$ cat src/rtl/demux_8x32_ctrl.sv
// demux_8x32_ctrl
//   Sequencer for the 8-to-32 byte-packing demux (clk_4f domain). Owns the
//   byte-lane pointer feeding the demux selector, gates byte acceptance with
//   ready/valid, flags completed words, and recovers from misaligned
//   (sof mid-word) or stalled (idle timeout) byte streams.
//
// Ports
//   clk_4f          in   byte-rate clock, posedge
//   reset           in   synchronous active-high reset
//   valid_in        in   source presents a byte
//   sof_in          in   start-of-word marker (qualified by valid_in)
//   in_ready        out  controller can take a byte
//   lane_load       out  byte accepted this cycle (demux valid)
//   selector_clk_4f out  lane for the accepted byte (0 = bits 31:24)
//   word_valid      out  demux output holds a complete word
//   out_ready       in   consumer takes the word this cycle
//   misalign_err    out  1-cycle pulse, partial word dropped on mid-word sof
//   timeout_err     out  1-cycle pulse, partial word dropped after TIMEOUT idles
//   word_count      out  words handed off, wraps modulo 2^CNT_W
module demux_8x32_ctrl #(
    parameter int TIMEOUT = 8,
    parameter int CNT_W   = 16
) (
    input  logic             clk_4f,
    input  logic             reset,
    input  logic             valid_in,
    input  logic             sof_in,
    output logic             in_ready,
    output logic             lane_load,
    output logic [1:0]       selector_clk_4f,
    output logic             word_valid,
    input  logic             out_ready,
    output logic             misalign_err,
    output logic             timeout_err,
    output logic [CNT_W-1:0] word_count
);

    // Idle counter only has to reach TIMEOUT; keep at least one bit so the
    // declaration stays legal when the timeout is disabled.
    localparam int IDLE_W = (TIMEOUT < 2) ? 1 : $clog2(TIMEOUT + 1);
    localparam logic [IDLE_W-1:0] IDLE_LIM = IDLE_W'(TIMEOUT);

    typedef enum logic [1:0] {
        IDLE = 2'd0,
        FILL = 2'd1,
        HOLD = 2'd2
    } state_t;

    state_t             state, state_n;
    logic [1:0]         ptr, ptr_n;
    logic [IDLE_W-1:0]  idle_cnt, idle_n;
    logic [CNT_W-1:0]   cnt_n;
    logic               mis_n, to_n;
    logic               accept;

    assign in_ready        = (state != HOLD) | out_ready;
    assign accept          = valid_in & in_ready;
    assign lane_load       = accept;
    // A marked byte always lands in lane 0, whatever the pointer says.
    assign selector_clk_4f = (sof_in & valid_in) ? 2'd0 : ptr;
    assign word_valid      = (state == HOLD);

    always_ff @(posedge clk_4f) begin
        if (reset) begin
            state        <= IDLE;
            ptr          <= 2'd0;
            idle_cnt     <= '0;
            word_count   <= '0;
            misalign_err <= 1'b0;
            timeout_err  <= 1'b0;
        end else begin
            state        <= state_n;
            ptr          <= ptr_n;
            idle_cnt     <= idle_n;
            word_count   <= cnt_n;
            misalign_err <= mis_n;
            timeout_err  <= to_n;
        end
    end

    always_comb begin
        state_n = state;
        ptr_n   = ptr;
        idle_n  = '0;
        cnt_n   = word_count;
        mis_n   = 1'b0;
        to_n    = 1'b0;
        unique case (state)
            IDLE: begin
                if (accept) begin
                    state_n = FILL;
                    ptr_n   = 2'd1;
                end
            end
            FILL: begin
                if (accept) begin
                    if (sof_in) begin
                        // Resync: drop the partial word, this byte is lane 0.
                        mis_n = 1'b1;
                        ptr_n = 2'd1;
                    end else if (ptr == 2'd3) begin
                        state_n = HOLD;
                        ptr_n   = 2'd0;
                    end else begin
                        ptr_n = ptr + 2'd1;
                    end
                end else if (TIMEOUT != 0) begin
                    idle_n = idle_cnt + IDLE_W'(1);
                    if (idle_n == IDLE_LIM) begin
                        state_n = IDLE;
                        ptr_n   = 2'd0;
                        idle_n  = '0;
                        to_n    = 1'b1;
                    end
                end
            end
            HOLD: begin
                if (out_ready) begin
                    cnt_n = word_count + CNT_W'(1);
                    // Back-to-back: a byte taken during handoff is lane 0 of
                    // the next word, so the pointer resumes at 1.
                    if (accept) begin
                        state_n = FILL;
                        ptr_n   = 2'd1;
                    end else begin
                        state_n = IDLE;
                        ptr_n   = 2'd0;
                    end
                end
            end
            default: begin
                state_n = IDLE;
                ptr_n   = 2'd0;
            end
        endcase
    end

endmodule

$ cat config.mk
export PLATFORM = sky130hd
export DESIGN_NAME = demux_8x32_ctrl
export DESIGN_NICKNAME = d
export VERILOG_FILES = /design/src/rtl/demux_8x32_ctrl.sv
export SDC_FILE = /design/constraint.sdc
export NUM_CORES = 1
export LEC_CHECK = 0
export ABC_AREA = 1
export BUFFER_PORTS_ARGS = -buffer_cell sky130_fd_sc_hd__buf_2
export CAP_MARGIN = 10
export CORE_UTILIZATION = 45
export DETAILED_ROUTE_END_ITERATION = 7
export GPL_ROUTABILITY_DRIVEN = 1
export PLACE_DENSITY = 0.68
export SYNTH_ARGS = -nofsm -noshare
export SYNTH_HDL_FRONTEND = slang
export SYNTH_SLANG_ARGS = --single-unit
$ cat constraint.sdc
create_clock -name clk_4f -period 1.75 [get_ports clk_4f]
set_clock_uncertainty 0.1 [all_clocks]
set_input_delay 0.35 -clock clk_4f [delete_from_list [all_inputs] [get_ports clk_4f]]
set_output_delay 0.35 -clock clk_4f [all_outputs]
set_load 0.05 [all_outputs]
==> qor.txt <==
Status = finished, final reports clean
Final Total Pwr = 1.109 mW
Pint = 0.8558 mW
Post-CTS Setup Bufs = 0
Worst R2R Path Depth = 7
Mapped Area = 1296 um2
Final core occ = 0.5643
Via density = 4.907
Synth Register Bits = 26
Flop2flop setup slack = 280 ps
First-pass GRT wire length = 4367 um
Fin crit period = 1664 ps
Crit-path max FO = 5
DR DRC count = 0
Fmax = 0.6011 GHz
Post-DP HPWL = 1973 um
Actual slew at the worst max-slew pin = 295.8 ps
Fin crit share = 0.9506
Routed vias = 1,212
Commonest non-fill, non-tap cell in the layout = nand2_1
Initial antenna violation count = 0
Leakage Power = 0.7195 nW
NumNets Final = 225
Setup violators final = 0
DR WL/cell = 10.35 um
Net Sw Power = 0.2535 mW
Remaining Overflow, GRT = 0
Vias in the first global route = 1,066
Most frequent cells in the layout = 38 x nand2_1, 34 x inv_1, 26 x buf_2, 24 x dfxtp_1, 22 x nor2_1
Cells after Synth = 186
Root Driver = clkbuf_4
Final WL = 2556 um
CTS buffer count = 3
GPL Wtd Cong = 0.7949
Clock sinks = 26
Setup Crit Path Kind = flop to output pin
I/O Buffers = 27
Initial core utilization = 0.4741
Deepest clock path buffer count = 2
RSZ-0062 raised after global routing = false
Arrival time at the worst endpoint = 1210 ps
CTS H-Tree Depth = 1
Worst VDD drop = 0.5103 mV
Area Growth Syn to Fin = 19.02%
Worst-Skew Late Latency = 330 ps
Max Cap Viol = 0
Iteration-0 DRC Markers = 39
Logic gate share of total power = 0.082
Post-synth cell types = 22
Register area share after synthesis = 0.4015
Layout cells sized above 1 = 0.2176
Pwr Density = 719.0 nW/um2
WP data required = 1300 ps
CTS tree = done
Die area = 3099 um2
Core box area = 2734 um2
Routed Antenna Nets = 0
N_diodes = 0
Mapped Nets = 194
Slew Limit Fails = 0
Post-route setup TNS = 0 ps
Worst min path class = primary input to flop
FP Rows = 19
Die height = 55.67 um
Sw frac = 0.2285
Post-synthesis cell type with the largest combined area = dfxtp_1
Area share of the largest cell type after synthesis = 0.4015
Sequential fraction of design power = 0.543
Slew headroom = 0.8021
Worst setup startpoint = state[0]
FF-to-FF Start = word_count[2]
CP endpoint kind = output pin
Clock Pin Slew Worst Setup and Hold Paths = 140 ps
Crit path to = lane_load
Synthesized area per cell = 6.969 um2
Yosys warns = 0
R2r endpoint = word_count[10]
Hold Fails Final Rpt = 0
Largest net degree at the start of global routing = 16
Crit start category = flop
Clock group share of total power = 0.375
TritonRoute pass-1 iters = 7
IO Pins = 28
Die width = 55.67 um
Gr usage total = 0.1737
Leading post-synthesis cells by cell area = dfxtp_1 40%, nand2_1 11%, inv_1 10%, nor2_1 6.4%, a21oi_1 4.6%
## synth_stat cells
cell      number
a211oi_1       1
a21oi_1       12
o21ai_1        1
nand2_1       38
o21a_1         2
xor2_1         1
nand3_4        2
nor2_4         3
nor2_2         3
ha_1           3
nor3_1         7
nand3_1       12
nor2_1        22
dfxtp_1       26
o21ai_0        8
nand2_2        2
and2_2         1
inv_2          1
inv_1         35
nand4_1        4
clkbuf_1       1
nand3_2        1
## power by group through the flow
stage / logic, mW / clock network, mW / registers [mW]
finish: 0.0909 / 0.416 / 0.602
global route: 0.103 / 0.444 / 0.603
CTS: 0.0889 / 0.428 / 0.603
detailed placement: 0.0876 / 0 / 0.615
floorplan: 0.0631 / 0 / 0.616
global placement: 0.0863 / 0 / 0.615
## layer usage
layer  routed length [um]  global-route usage  vias up
li1                     -                   -      645
met1                 1271              0.2180      539
met2                 1155              0.3046       23
met3                   85             0.02093        5
met4                   44             0.06429        0
met5                    0                   0        -
## sequential cells by signal (all words and copies together), names as in the netlist
register	cells
timeout_err	1
misalign_err	1
state	2
ptr	2
word_count	16
idle_cnt	4
## layout make-up
type                       instances  area, um2
inverter                          36      137.6
fill                             271       1191
clock inverter                     1      30.03
tap                               31      38.79
timing repair buffer              27      141.4
sequential                        26      525.5
multi-input combinational        123      646.9
clock buffer                       3      22.52
## worst max-delay path, stage by stage, from the launching register on
cell     delay, ps
dfxtp_2        350
inv_4           70
nand2_1         60
inv_2           80
nand2_4         60
nand2_4         70
inv_1           60
buf_6          150
## through the flow
stage               cells  worst slack (ps)  hold WS (ps)  cell area (um2)
global placement      243             286.8         346.5             1471
finish                247             86.41         215.5             1543
global route          247             10.60         220.7             1543
CTS                   247             18.49         209.5             1528
detailed placement    243             268.8         366.8             1471
floorplan             186             20.37         329.9             1301
## worst min path at each step
stage	startpoint	endpoint	slack [ps]	depth (start not counted)
2_1_floorplan	idle_cnt[0]	idle_cnt[0]	330	1
3_3_place_gp	idle_cnt[0]	idle_cnt[0]	350	1
3_5_place_dp	idle_cnt[0]	idle_cnt[0]	370	1
4_1_cts	sof_in	state[1]	210	4
5_1_grt	out_ready	word_count[1]	220	3
6_report	sof_in	state[1]	220	4
## kinds of logic after synthesis
group / after synthesis / share of synthesized area
and+or+nand+nor: 95 / 0.3571
buffers and inverters: 37 / 0.1071
DFF: 26 / 0.4015
AOI/OAI and AO/OA: 24 / 0.09845
adders and majority gates: 3 / 0.02896
xor gates and xnor gates: 1 / 0.006758
## repair_timing
action	4_1_cts	5_1_grt
pin swaps	0	0
hold endpoints to repair	0	0
hold buffers	0	0
resized for setup	3	5
endpoints found under the setup margin	1	1
Power figures use the tool's default switching activity.
